**config.mk**
```make
export PLATFORM = sky130hd
export DESIGN_NAME = spi_multi_master
export DESIGN_NICKNAME = d
export VERILOG_FILES = /design/src/rtl/spi_multi_master.sv
export SDC_FILE = /design/constraint.sdc
export NUM_CORES = 1
export LEC_CHECK = 0
export BUFFER_PORTS_ARGS = -buffer_cell sky130_fd_sc_hd__buf_2
export CORE_ASPECT_RATIO = 2
export CORE_MARGIN = 2
export CORE_UTILIZATION = 58
export CTS_BUF_LIST = sky130_fd_sc_hd__clkbuf_8
export CTS_CLUSTER_DIAMETER = 50
export DETAILED_ROUTE_END_ITERATION = 10
export PLACE_DENSITY = 0.9
export SLEW_MARGIN = 5
export SYNTH_ARGS = -nofsm -noshare
export SYNTH_HDL_FRONTEND = slang
export SYNTH_SLANG_ARGS = --single-unit
export TNS_END_PERCENT = 30
```
**constraint.sdc**
```tcl
create_clock -name clk -period 4.2 [get_ports clk]
set_input_delay 0.84 -clock clk [delete_from_list [all_inputs] [get_ports clk]]
set_output_delay 0.84 -clock clk [all_outputs]
set_load 0.05 [all_outputs]
```
**src/rtl/spi_multi_master.sv**
```systemverilog
// SPI master that drives NUM_SLAVES dedicated SCLK/SDI/CSB channel sets, one transaction at a time.
// Define SPI_READBACK_EN to build the MISO receive path; without it rx_data is tied to zero.
module spi_multi_master #(
    parameter int NUM_SLAVES = 5,
    parameter int DATA_W     = 16,
    parameter int DIV_W      = 8,
    localparam int SEL_W     = (NUM_SLAVES > 1) ? $clog2(NUM_SLAVES) : 1
) (
    input  logic                  clk,
    input  logic                  rst,
    input  logic                  start,
    input  logic [SEL_W-1:0]      chan_sel,
    input  logic [DATA_W-1:0]     tx_data,
    input  logic [DIV_W-1:0]      clk_div,
    input  logic                  cpol,
    input  logic                  cpha,
    output logic                  busy,
    output logic                  done,
    output logic                  err,
    output logic [DATA_W-1:0]     rx_data,
    output logic [NUM_SLAVES-1:0] sclk,
    output logic [NUM_SLAVES-1:0] sdi,
    output logic [NUM_SLAVES-1:0] csb,
    input  logic [NUM_SLAVES-1:0] sdo
);
    localparam int ECW = $clog2(2 * DATA_W + 1);
    localparam logic [ECW-1:0]   LAST_EDGE = ECW'(2 * DATA_W - 1);
    localparam logic [SEL_W:0]   NUM_CH    = (SEL_W + 1)'(NUM_SLAVES);

    typedef enum logic [2:0] {IDLE, LEAD, SHIFT, TRAIL, GAP} state_t;

    state_t            state;
    logic [DIV_W-1:0]  div_q;
    logic [DIV_W-1:0]  cnt;
    logic [ECW-1:0]    ecnt;
    logic [SEL_W-1:0]  ch_q;
    logic              cpol_q;
    logic              cpha_q;
    logic [DATA_W-1:0] tx_sh;
    logic              tick;
    logic              odd_edge;
    logic              shift_edge;
    logic              accept;
    logic              edge_now;

    // ecnt holds the number of edges already issued, so the next edge is odd when ecnt is even
    assign tick       = (cnt == div_q);
    assign odd_edge   = ~ecnt[0];
    assign shift_edge = cpha_q ? odd_edge : ~odd_edge;
    assign accept     = (state == IDLE) && start && ({1'b0, chan_sel} < NUM_CH);
    assign edge_now   = ((state == LEAD) || (state == SHIFT)) && tick;

    always_ff @(posedge clk or posedge rst) begin
        if (rst) begin
            state  <= IDLE;
            busy   <= 1'b0;
            done   <= 1'b0;
            err    <= 1'b0;
            csb    <= '1;
            sclk   <= '0;
            sdi    <= '0;
            cpol_q <= 1'b0;
            cpha_q <= 1'b0;
            div_q  <= '0;
            cnt    <= '0;
            ecnt   <= '0;
            ch_q   <= '0;
        end else begin
            done <= 1'b0;
            err  <= 1'b0;
            if (state != IDLE)
                cnt <= tick ? '0 : cnt + 1'b1;
            case (state)
                IDLE: begin
                    if (accept) begin
                        state          <= LEAD;
                        busy           <= 1'b1;
                        ch_q           <= chan_sel;
                        div_q          <= clk_div;
                        cpol_q         <= cpol;
                        cpha_q         <= cpha;
                        cnt            <= '0;
                        ecnt           <= '0;
                        csb[chan_sel]  <= 1'b0;
                        sclk           <= {NUM_SLAVES{cpol}};
                        if (!cpha)
                            sdi[chan_sel] <= tx_data[DATA_W-1];
                    end else if (start) begin
                        err <= 1'b1;
                    end
                end
                LEAD, SHIFT: begin
                    if (tick) begin
                        sclk[ch_q] <= ~sclk[ch_q];
                        ecnt       <= ecnt + 1'b1;
                        if (shift_edge)
                            sdi[ch_q] <= tx_sh[DATA_W-1];
                        if (state == LEAD)
                            state <= SHIFT;
                        else if (ecnt == LAST_EDGE)
                            state <= TRAIL;
                    end
                end
                TRAIL: begin
                    if (tick) begin
                        csb[ch_q] <= 1'b1;
                        sdi[ch_q] <= 1'b0;
                        ecnt      <= '0;
                        state     <= GAP;
                    end
                end
                GAP: begin
                    // deselect lasts two half-periods; ecnt[0] marks the second one
                    if (tick) begin
                        if (ecnt[0]) begin
                            state <= IDLE;
                            busy  <= 1'b0;
                            done  <= 1'b1;
                        end else begin
                            ecnt <= ecnt + 1'b1;
                        end
                    end
                end
                default: state <= IDLE;
            endcase
        end
    end

    // Transmit shift register: with CPHA=0 the MSB is already on the pin, so preload the rest
    always_ff @(posedge clk) begin
        if (accept)
            tx_sh <= cpha ? tx_data : {tx_data[DATA_W-2:0], 1'b0};
        else if (edge_now && shift_edge)
            tx_sh <= {tx_sh[DATA_W-2:0], 1'b0};
    end

`ifdef SPI_READBACK_EN
    logic [DATA_W-1:0] rx_sh;

    always_ff @(posedge clk) begin
        if (edge_now && !shift_edge)
            rx_sh <= {rx_sh[DATA_W-2:0], sdo[ch_q]};
    end

    always_ff @(posedge clk or posedge rst) begin
        if (rst)
            rx_data <= '0;
        else if ((state == GAP) && tick && ecnt[0])
            rx_data <= rx_sh;
    end
`else
    logic unused_sdo;

    assign unused_sdo = ^sdo;
    assign rx_data    = '0;
`endif

endmodule

```
Word-level counts from Yosys, hierarchy flattened:

Index checks and enable logic that the tools add are counted.

* $lt $le $gt $ge: 5
* multiplexer cells: 53
* div/mod/pow operators: 0
* reduce and logical (&&, ||, !) cells: 24
* add/subtract/negate cells: 2
* shifts and indexed selects: 0
* equality and inequality tests: 15
* bitwise logic cells: 7
* $mul: 0

Operators by type and width (count)
* two-way mux 16 bit: 3
* two-way mux 5 bit: 9
* two-way mux 8 bit: 4
* two-way mux 6 bit: 5
* case mux 6 bit (4 select lines): 1
* two-way mux 3 bit: 7
* case mux 5 bit (2 select lines): 2
* AND reduction 6 bit: 3
* inequality test 2 bit, second input constant: 8
* bitwise mux 5 bit: 3
* case mux 5 bit (3 select lines): 1
* two-way mux 1 bit: 13
* case mux 3 bit (4 select lines): 1
* AND 5 bit: 2
* NOT 5 bit: 2
* adder 8 x 1 -> 8 bit, second input constant: 1
* == test 8 bit: 1
* less-than comparator 3 x 4 -> 1 bit, second input constant: 2
* nonzero test 2 bit: 4
* adder 6 x 1 -> 6 bit, second input constant: 1
* demux 1 bit (select 3 bit): 2
* == test 3 x 2 -> 1 bit, second input constant: 2
* == test 6 x 5 -> 1 bit, second input constant: 1
* >= comparator 3 x 1 -> 1 bit, second input constant: 2
* other kinds (18): 26

* memories: 0
* ROM bits: 0
* register bits: 63
* word-level logic and storage cells: 120
* output and inout port bits: 34
* input port bits: 37
* RAM bits: 0
* latch bits: 0

Depth between registers and ports, before layout:

Gate-level depths: netlist of run 1.

* depth in word-level cells: 8
* mapped depth: 7

Worst setup path before layout of run 1:

No wires, ideal clock.

* kind: reg2reg
* from: register cnt[5]
* to: register tx_sh[0] (enable)
* path slack: 1.171 ns
* stages on the path, launching flop included: 8
* setup time: 0.411 ns
* path buffers: 2
* period minus slack after synthesis: 3.029 ns
* arrival: 2.618 ns
* cells stage by stage: dfrtp_1 xor2_1 nor4_4 and2_1 buf_2 buf_4 nand2_1 o21ai_0

* longest elaborated chain between the ends: 4

Ends and longest elaborated chain
* from (decl): line 34 `logic [DIV_W-1:0] cnt;`
* from (signal assigned): line 72 `cnt <= tick ? '0 : cnt + 1'b1;`
* == test 8 bit: line 47 `assign tick = (cnt == div_q);`
* logical AND 1 bit: line 51 `assign edge_now = ((state == LEAD) || (state == SHIFT)) && tick;`
* logical AND 1 bit: line 133 `else if (edge_now && shift_edge)`
* nonzero test 2 bit (no line)
* to (signal assigned): line 132 `tx_sh <= cpha ? tx_data : {tx_data[DATA_W-2:0], 1'b0};`
* to (signal assigned): line 134 `tx_sh <= {tx_sh[DATA_W-2:0], 1'b0};`
* to (decl): line 39 `logic [DATA_W-1:0] tx_sh;`

Every way passes these cells.
A chain may end at the register's enable or synchronous reset.

Worst setup path after layout of run 1:

* from: register state[0]
* to: register tx_sh[10] (enable)

* longest elaborated chain between the ends: 5

Ends and longest elaborated chain
* from (decl): line 32 `state_t state;`
* from (signal assigned): line 55 `state <= IDLE;`
* from (signal assigned): line 76 `state <= LEAD;`
* from (signal assigned): line 99 `state <= SHIFT;`
* == test 3 x 1 -> 1 bit or == test 3 x 2 -> 1 bit (tied branches): line 51
* logical OR 1 bit: line 51
* logical AND 1 bit: line 51
* logical AND 1 bit: line 133
* nonzero test 2 bit (no line) (*)

Every way passes the cells marked *; elsewhere a longest branch is shown, timed or not.

==> flow_summary_export.csv, run 1 <==
group,metric,value,unit
run_status,status,"completed",
clock_tree,cts_tree,"yes",
timing,rsz0062_at_grt,"no",
power_and_ir_drop,peakVddDrop,361.8,µV
worst_setup_path,cpMaxStageDelayCell,"nor2_1",
drt,final_antenna_net_count,0,
global_routing,grtUsageTotal,25.84,%
logic_synthesis,synth_mux_area_share,4.949,%
timing,finalCritPeriodShare,62.31,%
worst_setup_path,path_cells,"xnor2_1 > nor2_1 > nand2_1 > o21ai_1 > buf_4",
clock_tree,cts_made_buffers,9,
logic_synthesis,syn_inst,400,
timing,worst_pin_slew,1.046,ns
clock_tree,postCtsHoldBufs,0,
logic_synthesis,async_flop_share,74.60,%
logic_synthesis,synth_top_area_share,28.28,%
floorplan,fp.dieArea,7102,µm²
worst_setup_path,path_max_fanout,21,
logic_synthesis,synth_edf_count,16,
worst_setup_path,r2r_start,"state[0]$_DFFE_PP0P_",
drt,wl_met1,2970,µm
floorplan,core_area,6259,µm²
clock_tree,insertion_delay,0.35,ns
logic_synthesis,synthAdderAreaFrac,1.010,%
logic_synthesis,seq_area_frac_synth,44.75,%
logic_synthesis,synth_seq_cells,63,
layout,drive_gt1_share,20.59,%
drt,wl_per_cell,15.93,µm
run,drv_cap,0,
logic_synthesis,synth.distinct_cells,59,
clock_tree,clock_sinks,63,
global_routing,grt_max_degree,48,
worst_setup_path,worstPathBufferInverterCount,1,
drt,via_per_inst,5.994,
timing,fin_crit,2.617,ns
drt,drtPass1Iterations,6,
clock_tree,ctsResizeCount,0,
drt,drt_iter0_markers,214,
worst_hold_path,min_path_type,"reg2reg",
layout,syn_to_final_growth,8.889,%
drt,drc,0,
logic_synthesis,synth_xor_area_share,3.300,%
floorplan,initial_core_util,59.38,%
worst_hold_path,hold_end,"ecnt[5]$_DFFE_PP0P_",
clock_tree,clk_path_buf_depth,2,
logic_synthesis,synth_top_area_cell,"dfrtp_1",
drt,routed_wl,8413,µm
power_and_ir_drop,p_leak,1.808,nW
clock_tree,cts_setup_buffers,0,
worst_setup_path,critPathKind,"reg2reg",
timing,clock_skew,0.01510,ns
worst_setup_path,cp-start-kind,"register",
worst_setup_path,reg2reg_setup_slack,1.58,ns
timing,hold_ws,0.4856,ns
power_and_ir_drop,p_per_area,710.4,nW/µm²
place,place_congestion,0.8814,
global_routing,grt_pass1_wl,13720,µm
global_routing,gr-total-overflow,0,
logic_synthesis,synth_compound_area_share,16.50,%
place,dp_hpwl,6150,µm
timing,fin_tns_setup,0,ns
worst_setup_path,reg2reg_to,"tx_sh[10]$_DFFE_PP_",
layout,antennaDiodeCount,0,
timing,fmax,382.1,MHz
logic_synthesis,yosys-top-cells-area,"dfrtp_1 (28%), edfxtp_1 (13%), nand2_1 (7.1%)",
drt,vias,3165,
timing,hold_viol_final,0,
drt,routed.top_layer,"met4",
clock_tree,root_buffer,"clkbuf_8",
worst_setup_path,crit_required,4.24,ns
logic_synthesis,syn_avg_cell_area,9.290,µm²
floorplan,ios,71,
clock_tree,ctsHtreeMaxLevel,3,
global_routing,antenna_found_initial,0,
floorplan,dieHeight,117.2,µm
floorplan,num_rows,41,
timing,setup_viol,0,
layout,nNetsFinal,477,
timing,relSlewSlack,30.01,%
logic_synthesis,yosys_most_used_dff,"dfrtp_1",
worst_setup_path,rr_worst_depth,5,
logic_synthesis,synth_top_family_by_area,"simple AND/OR/NAND/NOR gates",
worst_setup_path,crit_family,"simple AND/OR/NAND/NOR gates",
worst_setup_path,slowest_delay,0.81,ns
drt,route.met3.wl,506,µm
floorplan,die_w,60.60,µm
worst_hold_path,min_path_cells,1,
logic_synthesis,yosysWarnings,0,
worst_hold_path,worstHoldStart,"ecnt[5]$_DFFE_PP0P_",
worst_setup_path,arrival,2.66,ns
drt,wl_met2,4459,µm
place,io_buffers,49,
worst_setup_path,endpoint_kind,"register",
logic_synthesis,syn-cell-area,3716,µm²
logic_synthesis,synth_simple_gate_area_share,21.58,%
clock_tree,clk_pin_slew,0.07,ns
timing,slew_violations,0,
global_routing,grt_pass1_vias,3072,
==> worst register-to-register path, cell delays in order (launching register included) <==
cell and delay [ns]:
dfrtp_1 0.75, xnor2_1 0.18, nor2_1 0.81, nand2_1 0.12, o21ai_1 0.17, buf_4 0.28
==> per-stage QoR <==
step	setup slack, ns	cells	cell area [µm²]	power [mW]	util [%]
after detailed placement	1.438	512	3872	2.403	61.88
after floorplan	1.171	415	3772	2.139	-
after global routing	1.300	528	4046	3.063	64.65
after global placement	1.515	512	3872	2.333	61.88
after CTS	1.579	528	4046	2.870	64.65
final	1.583	528	4046	2.875	64.65
==> synth_stat cells, drive strengths merged (5+ instances only) <==
cell and n:
nand2 70, dfrtp 42, o21ai 33, nor2 27, buf 23, nand3 22
clkbuf 18, a31oi 17, edfxtp 16, mux2i 15, a21oi 12, xor2 10
nor3 8, or3 7, a32o 6, and3 6, dfstp 5, nor4 5
o32a 5
==> worst max-delay path by stage <==
stage,cells after the start,from,to
detailed placement,6,chan_sel[0],tx_sh[5]$_DFFE_PP_
finish,5,state[0]$_DFFE_PP0P_,tx_sh[10]$_DFFE_PP_
floorplan,7,cnt[5]$_DFF_PP0_,tx_sh[0]$_SDFFCE_PN0P_
CTS,5,state[0]$_DFFE_PP0P_,tx_sh[10]$_DFFE_PP_
global placement,6,chan_sel[0],tx_sh[7]$_DFFE_PP_
global route,5,state[0]$_DFFE_PP0P_,tx_sh[2]$_DFFE_PP_
==> state kept, by name, summed over array words and instances, names as in the netlist, 5 cells and up <==
register and count:
div_q 8, sclk 5, tx_sh 16, sdi 5, ecnt 6, cnt 8, csb 5
==> routing by layer <==
metal,vias up,global-route usage (%)
met5,-,0
met4,0,18.99
met3,40,6.593
met2,153,41.65
met1,1484,28.30
li1,1488,-
==> cell usage in the layout, fill, tap and decap left out, types with 12 or more instances in the layout <==
cell type	n
nand2_1	70
buf_2	49
dfrtp_1	42
o21ai_0	30
nor2_1	27
nand3_1	22
a31oi_1	17
conb_1	16
edfxtp_1	16
mux2i_1	15
a21oi_1	12
==> logic make-up (layout without fill, tap and decap cells) <==
| kind of cell | after synthesis | after routing |
|---|---|---|
| simple gates | 164 | 164 |
| compound gates | 92 | 92 |
| flops | 63 | 63 |
| buf+inv | 45 | 72 |
| mux | 18 | 18 |
| xor+xnor | 14 | 14 |
| fa+ha+maj | 3 | 3 |
| other cells | 1 | 16 |
==> final cells by class <==
class | count | area [µm²]
clock buffer | 10 | 137.6
fill | 553 | 2212
sequential | 63 | 1663
multi-input combinational | 307 | 1819
timing repair buffer | 52 | 267.8
clock inverter | 6 | 36.28
tap | 86 | 107.6
inverter | 4 | 15.01
==> report_power, final <==
| group | switching [mW] | total, mW | internal, mW |
|---|---|---|---|
| clock | 0.241 | 0.466 | 0.225 |
| combinational | 0.898 | 1.32 | 0.422 |
| sequential | 0.221 | 1.09 | 0.868 |
| total | 1.36 | 2.87 | 1.52 |
(Power assumes the default switching activity.)
==> run 2: changes to the inputs <==
==> constraint.sdc (replaced) <==
create_clock -name clk -period 2.5 [get_ports clk]
set_input_delay 0.5 -clock clk [delete_from_list [all_inputs] [get_ports clk]]
set_output_delay 0.5 -clock clk [all_outputs]
set_load 0.05 [all_outputs]
==> flow_summary_export.csv, run 2 (synthesized netlist as in run 1, its figures left out) <==
group,metric,value,unit
layout,fin_cells,538,
clock_tree,clock_sinks,63,
timing,hold_viol_final,0,
worst_setup_path,path_max_fanout,16,
timing,setup_viol,0,
clock_tree,cts_tree,"yes",
timing,relSlewSlack,44.49,%
layout,largest_reg_flops,16,
drt,via_per_inst,5.993,
layout,fin_area,4145,µm²
worst_setup_path,cp-start-kind,"register",
timing,fin_crit,2.232,ns
run,drv_cap,0,
global_routing,antenna_found_initial,0,
power_and_ir_drop,combPwrFrac,47.3,%
clock_tree,insertion_delay,0.36,ns
timing,finalCritPeriodShare,89.29,%
worst_setup_path,reg2reg_to,"tx_sh[10]$_DFFE_PP_",
timing,fmax,448.0,MHz
global_routing,gr-total-overflow,0,
clock_tree,cts_setup_buffers,0,
layout,n_fill_cell,536,
floorplan,num_rows,41,
layout,multiInputGateArea,1823,µm²
layout,register_area,1663,µm²
layout,largestRegisters,"tx_sh x16, cnt x8, div_q x8",
drt,wl_per_cell,16.08,µm
timing,rsz0062_at_grt,"no",
floorplan,ios,71,
worst_setup_path,r2r_start,"cnt[5]$_DFF_PP0_",
worst_setup_path,arrival,2.21,ns
floorplan,dieHeight,117.2,µm
clock_tree,ctsResizeCount,0,
floorplan,initial_core_util,59.38,%
worst_setup_path,worstPathBufferInverterCount,0,
worst_setup_path,path_cells,"xor2_1 > nor4_4 > and2_1 > nand2_1 > o21ai_2",
power_and_ir_drop,clockPowerShare,16.6,%
clock_tree,cts_made_buffers,9,
worst_setup_path,slowest_delay,0.67,ns
worst_setup_path,cpMaxStageDelayCell,"o21ai_2",
power_and_ir_drop,p_leak,1.884,nW
place,placed_cells,522,
floorplan,fp.dieArea,7102,µm²
worst_setup_path,endpoint_kind,"register",
power_and_ir_drop,peakVddDrop,586.7,µV
worst_setup_path,rr_worst_depth,5,
timing,worst_pin_slew,0.8325,ns
drt,drc,0,
run_status,status,"completed",
layout,antennaDiodeCount,0,
global_routing,grt_pass1_wl,13730,µm
timing,finalWorstSetupSlack,0.2677,ns
drt,drt_iter0_markers,168,
worst_setup_path,crit_family,"compound AO/OA/AOI/OAI gates",
place,place_congestion,0.9392,
layout,top_register,"tx_sh",
global_routing,grt_max_degree,48,
timing,clock_skew,0.01247,ns
clock_tree,clk_path_buf_depth,2,
drt,drtPass1Iterations,5,
place,io_buffers,49,
layout,nNetsFinal,487,
power_and_ir_drop,p_int,2.693,mW
drt,routed_wl,8650,µm
place,dp_worst_setup_slack,0.2615,ns
timing,hold_ws,0.1691,ns
global_routing,grt_pass1_vias,3075,
power_and_ir_drop,netSwitchingFraction,46.10,%
drt,final_antenna_net_count,0,
power_and_ir_drop,p_per_area,1205,nW/µm²
clock_tree,postCtsHoldBufs,0,
worst_setup_path,reg2reg_setup_slack,0.27,ns
timing,fin_tns_setup,0,ns
place,postPlaceCellArea,3964,µm²
worst_hold_path,min_path_type,"in2async",
layout,drive_gt1_share,21.90,%
clock_tree,clk_pin_slew,0.07,ns
layout,syn_to_final_growth,11.55,%
timing,slew_violations,0,
worst_setup_path,crit_required,2.48,ns
clock_tree,ctsHtreeMaxLevel,3,
worst_setup_path,critPathKind,"reg2reg",
floorplan,core_area,6259,µm²
global_routing,grtUsageTotal,26.47,%
power_and_ir_drop,seqPwrFrac,36.1,%
layout,mostFrequentLayoutCell,"nand2_1",
drt,vias,3224,
power_and_ir_drop,p_switching,2.303,mW
clock_tree,root_buffer,"clkbuf_8",
place,dp_hpwl,6310,µm
floorplan,die_w,60.60,µm
layout,mostFrequentLayoutCells,"nand2_1 (70), buf_2 (49), dfrtp_1 (42), o21ai_0 (30), nor2_1 (27)",
==> run 2: layer usage <==
layer | track usage (%) | vias up | share of wire [%]
li1 | - | 1511 | -
met1 | 27.27 | 1523 | 36
met2 | 44.52 | 145 | 54
met3 | 7.143 | 45 | 5.1
met4 | 18.70 | 0 | 5.0
met5 | 0 | - | 0
==> run 2: layout make-up <==
type	instances	share of cell area (%)
multi-input combinational	307	43.98
clock buffer	9	2.988
inverter	4	0.3622
sequential	63	40.11
tap	86	2.596
timing repair buffer	62	8.572
clock inverter	7	1.388
==> run 2: worst min-delay path, cell delays in order <==
cell	delay [ns]
buf_2	0.10
inv_2	0.06
buf_12	0.24
==> run 2: stage by stage <==
step                power [mW]  utilization (%)
floorplan                3.597                -
global route             5.308            66.23
global placement         4.026            63.33
finish                   4.997            66.23
detailed placement       4.139            63.33
CTS                      4.988            66.23
==> run 2: how the worst max path moves through the flow <==
stage,from,to,slack [ns],cells past startpoint
after floorplan,cnt[5]$_DFF_PP0_,tx_sh[0]$_SDFFCE_PN0P_,0.18,7
after global placement,cnt[0]$_DFF_PP0_,tx_sh[5]$_DFFE_PP_,0.32,5
after detailed placement,cnt[0]$_DFF_PP0_,tx_sh[5]$_DFFE_PP_,0.26,5
after CTS,cnt[0]$_DFF_PP0_,tx_sh[10]$_DFFE_PP_,0.26,5
after global routing,cnt[0]$_DFF_PP0_,tx_sh[13]$_DFFE_PP_,0.1,5
final,cnt[5]$_DFF_PP0_,tx_sh[10]$_DFFE_PP_,0.27,5
==> run 2: power by group through the flow <==
stage                     clock [mW]  combinational [mW]  sequential (mW)
after floorplan                    0                1.51             2.09
after global placement             0                2.24             1.78
after detailed placement           0                2.33             1.81
after CTS                      0.852                2.34             1.79
after global routing           0.895                2.57             1.84
final                          0.830                2.36             1.80
